$ cat src/rtl/nx_node_egress_if.sv
// nx_node_egress_if: node message types plus valid/ready message channel (master drives data/valid, slave drives ready)
package nx_node_pkg;
  typedef struct packed {
    logic [3:0] row;
    logic [3:0] col;
  } node_id_t;
  typedef struct packed {
    node_id_t    target;
    node_id_t    source;
    logic [7:0]  kind;
    logic [31:0] payload;
  } node_message_t;
endpackage

interface nx_node_egress_if;
  import nx_node_pkg::*;
  node_message_t data;
  logic          valid;
  logic          ready;
  modport master(output data, valid, input ready);
  modport slave(input data, valid, output ready);
endinterface

$ cat src/rtl/nx_node_egress.sv
// nx_node_egress: buffers core messages in a FIFO and routes the head column-first to N/E/S/W/local; ports: i_clk, i_rst (sync active-low), i_node_id, i_msg (slave), o_north/o_east/o_south/o_west/o_local (master), o_idle
module nx_node_egress
  import nx_node_pkg::*;
#(
  parameter int FIFO_DEPTH = 4
) (
  input  logic             i_clk,
  input  logic             i_rst,
  input  node_id_t         i_node_id,
  nx_node_egress_if.slave  i_msg,
  nx_node_egress_if.master o_north,
  nx_node_egress_if.master o_east,
  nx_node_egress_if.master o_south,
  nx_node_egress_if.master o_west,
  nx_node_egress_if.master o_local,
  output logic             o_idle
);
  localparam int AW = $clog2(FIFO_DEPTH);
  localparam logic [AW:0] FULL = (AW+1)'(FIFO_DEPTH);
  node_message_t r_mem [FIFO_DEPTH];
  logic [AW-1:0] r_wr_ptr, r_rd_ptr;
  logic [AW:0]   r_count;
  node_message_t w_head;
  logic w_any, w_push, w_pop;
  logic w_east, w_west, w_south, w_north, w_local;
  always_comb begin
    w_head  = r_mem[r_rd_ptr];
    w_any   = r_count != '0;
    w_east  = w_head.target.col > i_node_id.col;
    w_west  = w_head.target.col < i_node_id.col;
    w_south = w_head.target.col == i_node_id.col && w_head.target.row > i_node_id.row;
    w_north = w_head.target.col == i_node_id.col && w_head.target.row < i_node_id.row;
    w_local = w_head.target == i_node_id;
  end
  assign i_msg.ready   = r_count < FULL;
  assign w_push        = i_msg.valid && i_msg.ready;
  assign o_north.valid = w_any && w_north;
  assign o_east.valid  = w_any && w_east;
  assign o_south.valid = w_any && w_south;
  assign o_west.valid  = w_any && w_west;
  assign o_local.valid = w_any && w_local;
  assign o_north.data  = w_head;
  assign o_east.data   = w_head;
  assign o_south.data  = w_head;
  assign o_west.data   = w_head;
  assign o_local.data  = w_head;
  assign w_pop = (o_north.valid && o_north.ready) || (o_east.valid && o_east.ready) ||
                 (o_south.valid && o_south.ready) || (o_west.valid && o_west.ready) ||
                 (o_local.valid && o_local.ready);
  assign o_idle = !w_any && !i_msg.valid;
  always_ff @(posedge i_clk) begin
    if (w_push) r_mem[r_wr_ptr] <= i_msg.data;
  end
  always_ff @(posedge i_clk) begin
    if (!i_rst) begin
      r_wr_ptr <= '0;
      r_rd_ptr <= '0;
      r_count  <= '0;
    end else begin
      if (w_push) r_wr_ptr <= r_wr_ptr + 1'b1;
      if (w_pop) r_rd_ptr <= r_rd_ptr + 1'b1;
      r_count <= r_count + (AW+1)'(w_push) - (AW+1)'(w_pop);
    end
  end
endmodule

$ cat src/flat_wrapper.sv
// flat-port wrapper written by rule: the top's interface ports become plain ports
module nx_node_egress_flat import nx_node_pkg::*;
#(
  parameter int FIFO_DEPTH = 4
)
  (i_clk, i_rst, i_node_id, o_idle, i_msg_data, i_msg_valid, i_msg_ready, o_north_data, o_north_valid, o_north_ready, o_east_data, o_east_valid, o_east_ready, o_south_data, o_south_valid, o_south_ready, o_west_data, o_west_valid, o_west_ready, o_local_data, o_local_valid, o_local_ready);
  nx_node_egress_if i_msg_i ();
  nx_node_egress_if o_north_i ();
  nx_node_egress_if o_east_i ();
  nx_node_egress_if o_south_i ();
  nx_node_egress_if o_west_i ();
  nx_node_egress_if o_local_i ();
  input  logic i_clk;
  input  logic i_rst;
  input  node_id_t i_node_id;
  output logic o_idle;
  input wire logic [$bits(i_msg_i.data)-1:0] i_msg_data;
  input wire logic [$bits(i_msg_i.valid)-1:0] i_msg_valid;
  output wire logic [$bits(i_msg_i.ready)-1:0] i_msg_ready;
  output wire logic [$bits(o_north_i.data)-1:0] o_north_data;
  output wire logic [$bits(o_north_i.valid)-1:0] o_north_valid;
  input wire logic [$bits(o_north_i.ready)-1:0] o_north_ready;
  output wire logic [$bits(o_east_i.data)-1:0] o_east_data;
  output wire logic [$bits(o_east_i.valid)-1:0] o_east_valid;
  input wire logic [$bits(o_east_i.ready)-1:0] o_east_ready;
  output wire logic [$bits(o_south_i.data)-1:0] o_south_data;
  output wire logic [$bits(o_south_i.valid)-1:0] o_south_valid;
  input wire logic [$bits(o_south_i.ready)-1:0] o_south_ready;
  output wire logic [$bits(o_west_i.data)-1:0] o_west_data;
  output wire logic [$bits(o_west_i.valid)-1:0] o_west_valid;
  input wire logic [$bits(o_west_i.ready)-1:0] o_west_ready;
  output wire logic [$bits(o_local_i.data)-1:0] o_local_data;
  output wire logic [$bits(o_local_i.valid)-1:0] o_local_valid;
  input wire logic [$bits(o_local_i.ready)-1:0] o_local_ready;
  assign i_msg_i.data = i_msg_data;
  assign i_msg_i.valid = i_msg_valid;
  assign i_msg_ready = i_msg_i.ready;
  assign o_north_data = o_north_i.data;
  assign o_north_valid = o_north_i.valid;
  assign o_north_i.ready = o_north_ready;
  assign o_east_data = o_east_i.data;
  assign o_east_valid = o_east_i.valid;
  assign o_east_i.ready = o_east_ready;
  assign o_south_data = o_south_i.data;
  assign o_south_valid = o_south_i.valid;
  assign o_south_i.ready = o_south_ready;
  assign o_west_data = o_west_i.data;
  assign o_west_valid = o_west_i.valid;
  assign o_west_i.ready = o_west_ready;
  assign o_local_data = o_local_i.data;
  assign o_local_valid = o_local_i.valid;
  assign o_local_i.ready = o_local_ready;
  nx_node_egress #(.FIFO_DEPTH(FIFO_DEPTH)) u_core (.i_clk(i_clk), .i_rst(i_rst), .i_node_id(i_node_id), .i_msg(i_msg_i), .o_north(o_north_i), .o_east(o_east_i), .o_south(o_south_i), .o_west(o_west_i), .o_local(o_local_i), .o_idle(o_idle));
endmodule
$ cat config.mk
export PLATFORM = sky130hd
export DESIGN_NAME = nx_node_egress_flat
export DESIGN_NICKNAME = d
export VERILOG_FILES = /design/src/rtl/nx_node_egress_if.sv /design/src/rtl/nx_node_egress.sv /design/src/flat_wrapper.sv
export SDC_FILE = /design/constraint.sdc
export NUM_CORES = 1
export LEC_CHECK = 0
export ABC_AREA = 1
export ABC_CLOCK_PERIOD_IN_PS = 5200
export CAP_MARGIN = 20
export CORE_ASPECT_RATIO = 0.9
export CORE_MARGIN = 3
export CORE_UTILIZATION = 46
export CTS_CLUSTER_SIZE = 8
export DETAILED_ROUTE_END_ITERATION = 10
export GPL_ROUTABILITY_DRIVEN = 0
export PLACE_DENSITY = 0.84
export SLEW_MARGIN = 20
export SYNTH_ARGS = -nofsm -noshare
export SYNTH_HDL_FRONTEND = slang
export SYNTH_SLANG_ARGS = --single-unit
$ cat constraint.sdc
create_clock -name i_clk -period 5.2 [get_ports i_clk]
set_input_delay 1.04 -clock i_clk [delete_from_list [all_inputs] [get_ports i_clk]]
set_output_delay 1.04 -clock i_clk [all_outputs]
set_load 0.02 [all_outputs]
# Word-level counts from Yosys, hierarchy flattened
# Memories as Yosys holds them, arrays and structs flattened. A register that Yosys moved wholly into a read port is not among the register bits.
# Index checks and enable logic that the tools add are counted.
dict set report classes {
  addsub 4
  order_cmp 5
  eq_ne 2
  mux 4
  n_reduce_logical 21
}
# operator count
set op_table {}
lappend op_table {{$logic_and 1x1->1} 14}
lappend op_table {{$eq 8x8->1} 1}
lappend op_table {{$gt 4x4->1} 2}
lappend op_table {{$lt 4x4->1} 2}
lappend op_table {{$add 2x1->2 const B} 2}
lappend op_table {{$eq 4x4->1} 1}
lappend op_table {{$logic_or 1x1->1} 4}
lappend op_table {{$mux 2} 2}
lappend op_table {{$add 3x1->3} 1}
lappend op_table {{$lt 3x3->1 const B} 1}
lappend op_table {{$reduce_bool 3->1} 1}
lappend op_table {{$sub 3x1->3} 1}
lappend op_table {{$logic_not 1->1} 2}
lappend op_table {{$mux 1} 2}
dict set report totals {
  reg_bits 7
  ram_bits 224
  output_inout_bits 287
  word_cells 40
  n_memories 1
}
# name depth word_bits rd rd_clocked_by_memory_dff wr line_no
set mem_list {}
lappend mem_list {u_core.r_mem 4 56 1 1 1 nx_node_egress.sv:20} ;# node_message_t r_mem [FIFO_DEPTH];

# Longest topological paths before layout
# Gate-level depths: netlist of run 1.
dict set report depth {
  ltp_word 10
  depth_mapped 23
}

# Least setup slack after synthesis of run 1
# Ideal clock, no wire load.
dict set report synth_timing {
  path_kind {input to register}
  startpoint {input port i_msg_valid}
  endpoint {memory u_core.r_mem[0][0] (netlist bit) (enable)}
  t_arrival_ns 3.557
  t_required_ns 4.730
  setup_slack_ns 1.173
  stages 2
  path_buffers 0
  cell_sequence {nand2_1 -> nor2_1}
}
dict set report synth_via {
  elab_chain_len 3
}
# item line_no
set synth_lines {}
lappend synth_lines {{start: declaration} flat_wrapper.sv:18} ;# input wire logic [$bits(i_msg_i.valid)-1:0] i_msg_valid;
lappend synth_lines {{$logic_and 1x1->1} nx_node_egress.sv:36} ;# assign w_push = i_msg.valid && i_msg.ready;
lappend synth_lines {{$mux 1} nx_node_egress.sv:52} ;# if (w_push) r_mem[r_wr_ptr] <= i_msg.data;
lappend synth_lines {{$mux 1 (not written as such)} nx_node_egress.sv:52}
lappend synth_lines {{end: declaration} nx_node_egress.sv:20}
# Every way passes these cells.

==> impl_metrics.json, run 1 <==
{
  "critPathKind": "flop to primary output",
  "h-tree-depth": 2,
  "vdd_ir_drop_max_mv": 0.531,
  "antennaDiodeCount": 0,
  "fin_nets": 1124,
  "nFillCells": 1695,
  "hpwlAfterDp_um": 16200,
  "holdPathEnd": "u_core.r_wr_ptr[1]$_SDFFE_PN0P_",
  "p_leak_uw": 0.00500,
  "post_cts_resized": 0,
  "wl_per_cell_um": 18.3,
  "postSynthCellCount": 891,
  "drt.antenna.violating_nets": 0,
  "end_kind": "primary output",
  "holdWs_ns": 0.547,
  "p_total_uw": 10900,
  "ys_warn_count": 0,
  "clk_latency_ns": 0.48,
  "async_reset_ff_frac": 0,
  "cts-buffers-inserted": 35,
  "avgSynthCellArea_um2": 12.2,
  "final_util": 0.618,
  "worst_ep_arrival_time_ns": 3.78,
  "postCtsHoldBufs": 0,
  "cts_root_buf": "clkbuf_16",
  "status": "finished clean",
  "worst_path_max_delay_cell": "clkdlybuf4s50_1",
  "worstHoldStart": "u_core.r_wr_ptr[1]$_SDFFE_PN0P_",
  "r2r_setup_slack_ns": 1.03,
  "r2r_end": "u_core.r_count[2]$_SDFF_PN0_",
  "synth_edf_count": 224,
  "dpl_cell_area_um2": 13100,
  "mostFrequentLayoutCells": "clkdlybuf4s50_1 (358), edfxtp_1 (224), nor2_1 (115)",
  "fin_skew_ns": 0.0123,
  "synthesis.nets": 979,
  "powerDensity_nw_per_um2": 773,
  "yosysSeqAreaShare": 0.635,
  "cts_tree": "yes",
  "clockBufferDepth": 3,
  "cp.required_ns": 4.16,
  "rr_worst_depth": 18,
  "cts_sinks": 233,
  "synth_area_um2": 10900,
  "whs_path_depth": 2,
  "final_common_cell": "clkdlybuf4s50_1",
  "rsz0062_at_grt": "false",
  "cts_setup_buffers": 0,
  "relSlewSlack": 0.378,
  "seqCellArea_um2": 6910,
  "numPortBuffers": 358,
  "stdcell_area_um2": 14100,
  "routed_wirelength_um": 24700,
  "rows": 52,
  "drive_above_1_share": 0.0814,
  "grt_overflow": 0,
  "min_period_ns": 4.82,
  "ys_ff_latch": 233,
  "crit_chain": "clkinv_2 -> o21ai_0 -> o22ai_1 -> ha_1 -> nand2_1 -> nor2_4 -> nand2_4 -> nor3_1 -> clkdlybuf4s50_1",
  "antenna_found_initial": 0,
  "slowest_delay_ns": 0.68,
  "drtIter0Drc": 486,
  "drc": 0,
  "hold_violations": 0,
  "initial_core_util": 0.476,
  "synthFlopType": "edfxtp_1",
  "ys_types": 31,
  "cp_max_fo": 44,
  "die_w_um": 168,
  "clkTransAtPathRegs_ns": 0.05,
  "grt_pass1_vias": 6758,
  "multiInputGateArea_um2": 1980,
  "tightest_slew_ns": 0.931,
  "period_share": 0.927,
  "via_count": 6778,
  "fin_setup_tns_ns": 0,
  "fp.dieArea_um2": 25500,
  "first_pass_iters": 5,
  "drv_slew": 0,
  "grt_pass1_wl_um": 37400,
  "die_h_um": 152,
  "setup_viol": 0,
  "grt_max_degree": 71,
  "start_kind": "flop",
  "ios": 359,
  "drv_cap": 0,
  "via_per_inst": 5.01,
  "hp-class": "flop to flop",
  "max_freq_ghz": 0.207,
  "core_region_area_um2": 22800,
  "areaGrowthSynthToFinish_pct": 29.9,
  "grtUsageTotal": 0.183
}
stage by stage:
stage,setup slack (ns),std cells
6_report,0.379,1353
3_3_place_gp,1.02,1296
3_5_place_dp,0.933,1296
2_1_floorplan,1.17,891
4_1_cts,0.371,1353
5_1_grt,0.0787,1353
logic make-up after synthesis:
kind of cell	Yosys count	share of synthesized area
buffers and inverters	298	0.186
flip-flops	233	0.635
AO/OA/AOI/OAI	173	0.0878
AND/OR/NAND/NOR	169	0.0706
adder cells (fa/ha/maj)	16	0.0191
XOR/XNOR	2	0.00161
power by group:
part	internal (uW)	switching (uW)
sequential	2260	109
clock	1300	735
combinational	2840	3680
total	6400	4520
cell usage after synthesis (9+ instances only):
master,number,share of area
nor2_1,119,0.041
buf_4,231,0.16
clkbuf_1,19,0.0066
dfxtp_1,9,0.017
o22ai_1,54,0.031
ha_1,15,0.017
nand2_1,23,0.0079
inv_1,30,0.010
o21ai_0,99,0.046
o21ai_1,11,0.0051
edfxtp_1,224,0.62
sequential cells by signal, indices dropped and copies added (netlist names), named ones only:
name / cells
u_core.r_wr_ptr: 2
u_core.r_mem: 224
u_core.r_rd_ptr: 2
u_core.r_count: 3
metal layers:
metal	GRT usage	vias to the layer above	part of all wire	routed length, um
met5	0	-	0	0
met2	0.327	299	0.51	12700
li1	-	3183	-	-
met1	0.222	3265	0.40	9780
met3	0.0434	31	0.075	1860
met4	0.0495	0	0.016	388
cell type report:
class / instances / share of cell area
well taps: 297 / 0.0263
multi-input cells: 360 / 0.140
flip-flops and latches: 233 / 0.489
inverters: 38 / 0.0104
clock buffers: 56 / 0.0706
repair buffers: 368 / 0.263
clock inverters: 1 / 0.000620
critical path, delay by kind of cell (launching register included):
family	cells	cell delay [ns]
buffers and inverters	2	1.21
and+or+nand+nor	4	0.58
AOI/OAI and AO/OA	2	0.52
adders and majority gates	1	0.36
DFF	1	0.62
worst max-delay path by stage:
stage                start                            to  slack, ns  cells after the start
3_5_place_dp          flop                 o_local_valid       0.93                      9
5_1_grt               flop                 o_local_valid       0.08                      9
4_1_cts               flop                 o_local_valid       0.37                      9
3_3_place_gp          flop                 o_local_valid       1.02                      9
6_report              flop                 o_local_valid       0.38                      9
2_1_floorplan  i_msg_valid  u_core.r_mem[0][0]$_DFFE_PP_       1.17                      2
Power figures use the tool's default switching activity.
==> inputs of run 2 (changes only) <==
SLEW_MARGIN = unset   (was 20)
==> results of run 2 <==
No change in the layout: final DEF, timing and power equal those of run 1.
==> patch 1, RTL diff (settings of run 1) <==
Make the reset (`i_rst`) asynchronous in one clocked block.
--- a/src/rtl/nx_node_egress.sv
+++ b/src/rtl/nx_node_egress.sv
@@ -51,7 +51,7 @@
   always_ff @(posedge i_clk) begin
     if (w_push) r_mem[r_wr_ptr] <= i_msg.data;
   end
-  always_ff @(posedge i_clk) begin
+  always_ff @(posedge i_clk or negedge i_rst) begin
     if (!i_rst) begin
       r_wr_ptr <= '0;
       r_rd_ptr <= '0;
Function: differs if i_rst is asserted again (counterexample within 4 cycles, from zero or initial values and one cycle with i_rst low); with i_rst held inactive, the same outputs for 4 cycles.
==> patch 1 against run 1 <==
  * Worst setup slack gained 0.13 ns
  * Utilization shrank 0.71 points
  * Sequential share of layout area grew 0.82 points
  * Critical path depth grew 1
  * Area after synthesis shrank 1.1%
  * Sequential cell count shrank 2
  * Routed wire length shrank 4.9%
  * Cell area shrank 1.7%
  * Critical path type unchanged
Power is left out: the tool's default activity adds up to more than one toggle a clock period on the data nets, which glitch-free logic cannot reach.
==> patch 1: results (changes against run 1) <==
- The run finished with clean final reports.
* Total CTS buffers: 34 (-2.9%)
- The maximum fanout along the worst path came to 34 (-23%).
- Layout cells sized above 1: 7.23% (-0.91 points)
- The count of flip-flops with a built-in enable after synthesis is 224 (unchanged).
- The largest net degree at the start of global routing came to 57 (-20%).
- Commonest cells in the netlist: sky130_fd_sc_hd__buf_4 (231), sky130_fd_sc_hd__edfxtp_1 (224), sky130_fd_sc_hd__nor2_1 (117)
* First-pass GRT wire length: 35,400 µm (-5.2%)
* Routed WL per cell: 17.8 µm (-2.5%)
- Port-buffer cells: 358 (unchanged)
* Nets: 1,105 (-1.7%)
- HPWL Detailed: 14,800 µm (-8.8%)
- In the post-synthesis netlist, the biggest area contributors are sky130_fd_sc_hd__edfxtp_1 (63%), sky130_fd_sc_hd__buf_4 (16%), sky130_fd_sc_hd__nor2_1 (4.1%).
* Post-Synthesis Net Count: 962 (-1.7%)
- The fill cell total of the finished layout was 1,694 (-0.059%).
- Post-CTS setup-driven buffer insertion count: 0 (unchanged)
- Among all flip-flop cells after synthesis, the most frequent one is sky130_fd_sc_hd__edfxtp_1.
- Actual slew at the worst max-slew pin: 0.932 ns (+0.00138 ns)
- The count of instances resized after the clock tree is built is 0 (unchanged).
- The setup skew after layout was 0.00746 ns (-0.00488 ns).
- Share of synthesized area occupied by flip-flops and latches: 64.2% (+0.66 points)
* GRT Overall Usage: 17.6% (-0.69 points)
- The CTS H-tree depth was 2 (unchanged).
- Per-cell via count in the routed design: 5.01 (about the same)
- Detailed Routing Iterations Pass 1: 4 (-1)
- In the final layout, the registers with the most flip-flops are u_core.r_mem x224, u_core.r_count x3.
- Dpl cell area: 0.0130 mm² (-1.1%)
- The later pin in the worst-skew pair is clocked with a latency of 0.47 ns.
* Iter 0 DRT Violations: 373 (-23%)
- Vias in the first global route: 6,694 (-0.95%)
* Post-synthesis async set-or-reset flop share: 3.03% (+3.0 points)
* Placement row count: 52 (unchanged)
- Buffer depth of the longest clock path: 3 (unchanged)
* Number of inserted diodes: 0 (unchanged)
- Number of distinct standard cells referenced by the synthesized netlist: 30 (-3.2%)
- Arrival @ worst endpoint: 3.65 ns (-0.13 ns)
patch 1: cell types whose count changed in the layout (fill, tap and decap cells not counted), sizes merged, moves of 2 or more:
| cell | run 1 | this run |
|---|---|---|
| dfrtp | 0 | 7 |
| dfxtp | 9 | 0 |
| nor2 | 128 | 122 |
| nand3 | 6 | 4 |
| a21oi | 6 | 4 |
| inv | 37 | 31 |
| clkbuf | 56 | 41 |
patch 1: worst max-delay path: stages (launching register included):
cell and delay (ns):
sky130_fd_sc_hd__dfrtp_4 0.62, sky130_fd_sc_hd__clkinv_2 0.48, sky130_fd_sc_hd__o21ai_1 0.30, sky130_fd_sc_hd__o22ai_1 0.22, sky130_fd_sc_hd__ha_1 0.36, sky130_fd_sc_hd__nand2_2 0.07
sky130_fd_sc_hd__nor2_4 0.18, sky130_fd_sc_hd__nand2_4 0.10, sky130_fd_sc_hd__nor2_4 0.09, sky130_fd_sc_hd__and2_2 0.13, sky130_fd_sc_hd__clkdlybuf4s50_1 0.60
patch 1: kinds of logic (layout without fill, tap and decap cells):
logic type	after synthesis	in the layout	share of synthesized area, %
DFF	231	231	64.2
xor gates and xnor gates	4	4	0.326
and+or+nand+nor	162	162	6.52
buffers and inverters	292	441	18.5
AOI/OAI and AO/OA	169	169	8.56
adders and majority gates	16	16	1.93
patch 1: area by class of cell:
class                           instances  share of cell area, %
Clock buffer                           41                   6.47
Inverter                               31                  0.847
Sequential cell                       231                   49.8
Timing Repair Buffer                  368                   26.5
Tap cell                              297                   2.68
Clock inverter                          1                 0.0631
Multi-Input combinational cell        351                   13.6
patch 1: layer usage:
metal  part of all wire (%)  track usage, %  routed length [µm]  up-vias
li1                       -               -                   -     3111
met1                     41            22.5                9640     3188
met2                     50            30.5               11800      278
met3                    6.6            3.86                1560       35
met4                    1.9            5.28                 447        0
met5                      0               0                   0        -
patch 1: final timing paths:
kind,startpoint,endpoint,slack (ns),depth (start not counted)
worst max register to register,u_core.r_rd_ptr[0]$_DFFE_PN0N_,u_core.r_count[2]$_DFF_PN0_,1.18,19
worst min register to register,u_core.r_count[2]$_DFF_PN0_,u_core.r_count[2]$_DFF_PN0_,0.61,2
min in group asynchronous,i_rst,u_core.r_wr_ptr[1]$_DFFE_PN0P_,0.83,1
worst max-delay path,u_core.r_rd_ptr[0]$_DFFE_PN0N_,o_south_valid,0.51,10
max in group asynchronous,i_rst,u_core.r_rd_ptr[0]$_DFFE_PN0N_,4.08,1
worst min-delay path,u_core.r_count[2]$_DFF_PN0_,u_core.r_count[2]$_DFF_PN0_,0.61,2
patch 1: stage by stage:
step	std cells	worst slack, ns	utilization, %
after global placement	1278	1.15	57.1
final	1320	0.513	61.1
after global routing	1320	0.277	61.1
after detailed placement	1278	0.998	57.1
after CTS	1320	0.504	61.1
after floorplan	874	1.19	-
==> patch 2, RTL diff (flow settings as in run 1) <==
Made on the original files. `FIFO_DEPTH` is set to 4 in 2 places; all go to 2.
--- a/src/rtl/nx_node_egress.sv
+++ b/src/rtl/nx_node_egress.sv
@@ -2,7 +2,7 @@
 module nx_node_egress
   import nx_node_pkg::*;
 #(
-  parameter int FIFO_DEPTH = 4
+  parameter int FIFO_DEPTH = 2
 ) (
   input  logic             i_clk,
   input  logic             i_rst,
--- a/src/flat_wrapper.sv
+++ b/src/flat_wrapper.sv
@@ -1,7 +1,7 @@
 // flat-port wrapper written by rule: the top's interface ports become plain ports
 module nx_node_egress_flat import nx_node_pkg::*;
 #(
-  parameter int FIFO_DEPTH = 4
+  parameter int FIFO_DEPTH = 2
 )
   (i_clk, i_rst, i_node_id, o_idle, i_msg_data, i_msg_valid, i_msg_ready, o_north_data, o_north_valid, o_north_ready, o_east_data, o_east_valid, o_east_ready, o_south_data, o_south_valid, o_south_ready, o_west_data, o_west_valid, o_west_ready, o_local_data, o_local_valid, o_local_ready);
   nx_node_egress_if i_msg_i ();
Check against the original RTL: not equivalent (a bounded check fails within 4 cycles, from zero or initial values and one cycle with i_rst low).
==> patch 2 against run 1 <==
  * Cell area decreased by 37%
  * Area after synthesis decreased by 42%
  * Power decreased by 46%
  * Sequential cell count decreased by 116
  * Clock power decreased by 47%
  * Clock skew about the same
  * Non-clock buffer count decreased by 6
  * Routed wire length decreased by 41%
  * First-iteration DRC count decreased by 66%
  * Worst setup slack improved by 0.59 ns
  * Sequential share of layout area decreased by 10 points
  * Die area decreased by 41%
  * Critical path type unchanged
  * Largest power group unchanged
  * Highest routed layer unchanged
==> patch 2: results (changes against run 1) <==
- Nets: 730 (-35%)
- The fill cell total of the finished layout was 856 (-49%).
- The number of global-route vias before repair is 3,880 (-43%).
* Largest registers: u_core.r_mem x112, u_core.r_count x2
- Pre-CTS worst setup slack: 1.17 ns (+0.237 ns)
* Crit share post-route: 81.4% (-11 points)
- The cell area after placement came to 0.00842 mm² (-36%).
* Non-clock buffers, area share: 40.3% (+14 points)
* Reg2reg end: u_core.r_count[1]$_SDFF_PN0_
- The sequential cell count is 117 (-50%).
- The total placed cells including tap cells was 791 (-39%).
* Area of the multi-input gates: 0.00104 mm² (-47%)
- The clock buffer count from CTS was 17 (-51%).
- In this run the most critical hold path is launched from u_core.r_rd_ptr$_SDFFE_PN0N_.
- The data arrival time of the critical path is 3.19 ns (-0.59 ns).
* GRT Overall Usage: 18.6% (+0.28 points)
* H-Tree Depth: 4 (+2)
* Worst path top cell family by delay: flip-flops
- Largest register FFs: 112 (-50%)
* Area Overhead vs Synth: 42.3%
- Synth Area in XOR/XNOR: 0.139% (-0.022 points)
- The insertion delay to the later sink of the worst-skew pair came to 0.41 ns (-0.07 ns).
* Worst stage delay on the critical path: 0.81 ns (+0.13 ns)
* Buffer depth of the longest clock path: 2 (-1)
- Iter 0 DRT Violations: 165 (-66%)
- Worst vdd ir: 403 µV (-24%)
* Count of clock buffers in the final design: 18 (-68%)
- The internal power of the cells is 3550 µW (-45%).
* Leak Pwr: 0.00331 µW (-34%)
- The setup skew after layout is 0.0119 ns (-0.000486 ns).
* Well tap count: 164 (-45%)
- Reg area: 0.00346 mm² (-50%)
- After synthesis, the most frequently instantiated cells are sky130_fd_sc_hd__buf_4 (225), sky130_fd_sc_hd__edfxtp_1 (112), sky130_fd_sc_hd__mux2_2 (54).
* Outcome: complete, no violations
- Share of synthesized area occupied by flip-flops and latches: 55.0% (-8.5 points)
- The via count was 3,819 (-44%).
- Among all stages on the critical path, the largest delay is contributed by sky130_fd_sc_hd__dfxtp_2.
* Per-cell via count in the routed design: 4.65 (-7.1%)
* Number of multi-input logic gates: 123 (-66%)
- The max-slew headroom at the worst pin is 47.4% (+9.7 points).
* Top cells by area in the synthesized netlist: sky130_fd_sc_hd__edfxtp_1 (53%), sky130_fd_sc_hd__buf_4 (27%), sky130_fd_sc_hd__mux2_2 (9.7%)
- HPWL Detailed: 10,900 µm (-33%)
* Layout cells sized above 1: 14.5% (+6.3 points)
- Destination of the worst hold path: u_core.r_rd_ptr$_SDFFE_PN0N_
- The non-clock inverter count in the final layout is 25 (-34%).
* Clock network area share: 6.07% (-1.1 points)
## patch 2: cell types whose count changed after synthesis, moves of 4 or more
cell | before | now
sky130_fd_sc_hd__nor2_4 | 5 | 1
sky130_fd_sc_hd__clkbuf_1 | 19 | 0
sky130_fd_sc_hd__edfxtp_1 | 224 | 112
sky130_fd_sc_hd__inv_1 | 30 | 24
sky130_fd_sc_hd__nor2_1 | 119 | 13
sky130_fd_sc_hd__o21ai_0 | 99 | 4
sky130_fd_sc_hd__inv_2 | 7 | 1
sky130_fd_sc_hd__buf_4 | 231 | 225
sky130_fd_sc_hd__o22ai_1 | 54 | 0
sky130_fd_sc_hd__o21ai_1 | 11 | 0
sky130_fd_sc_hd__dfxtp_1 | 9 | 5
sky130_fd_sc_hd__mux2_2 | 0 | 54
## patch 2: routing by layer
layer	vias up	share of wire, %	GRT usage, %	wire length (µm)
li1	1745	-	-	-
met1	1856	36	19.5	5200
met2	197	56	34.9	8120
met3	21	7.3	5.72	1060
met4	0	1.6	7.14	237
met5	-	0	0	0
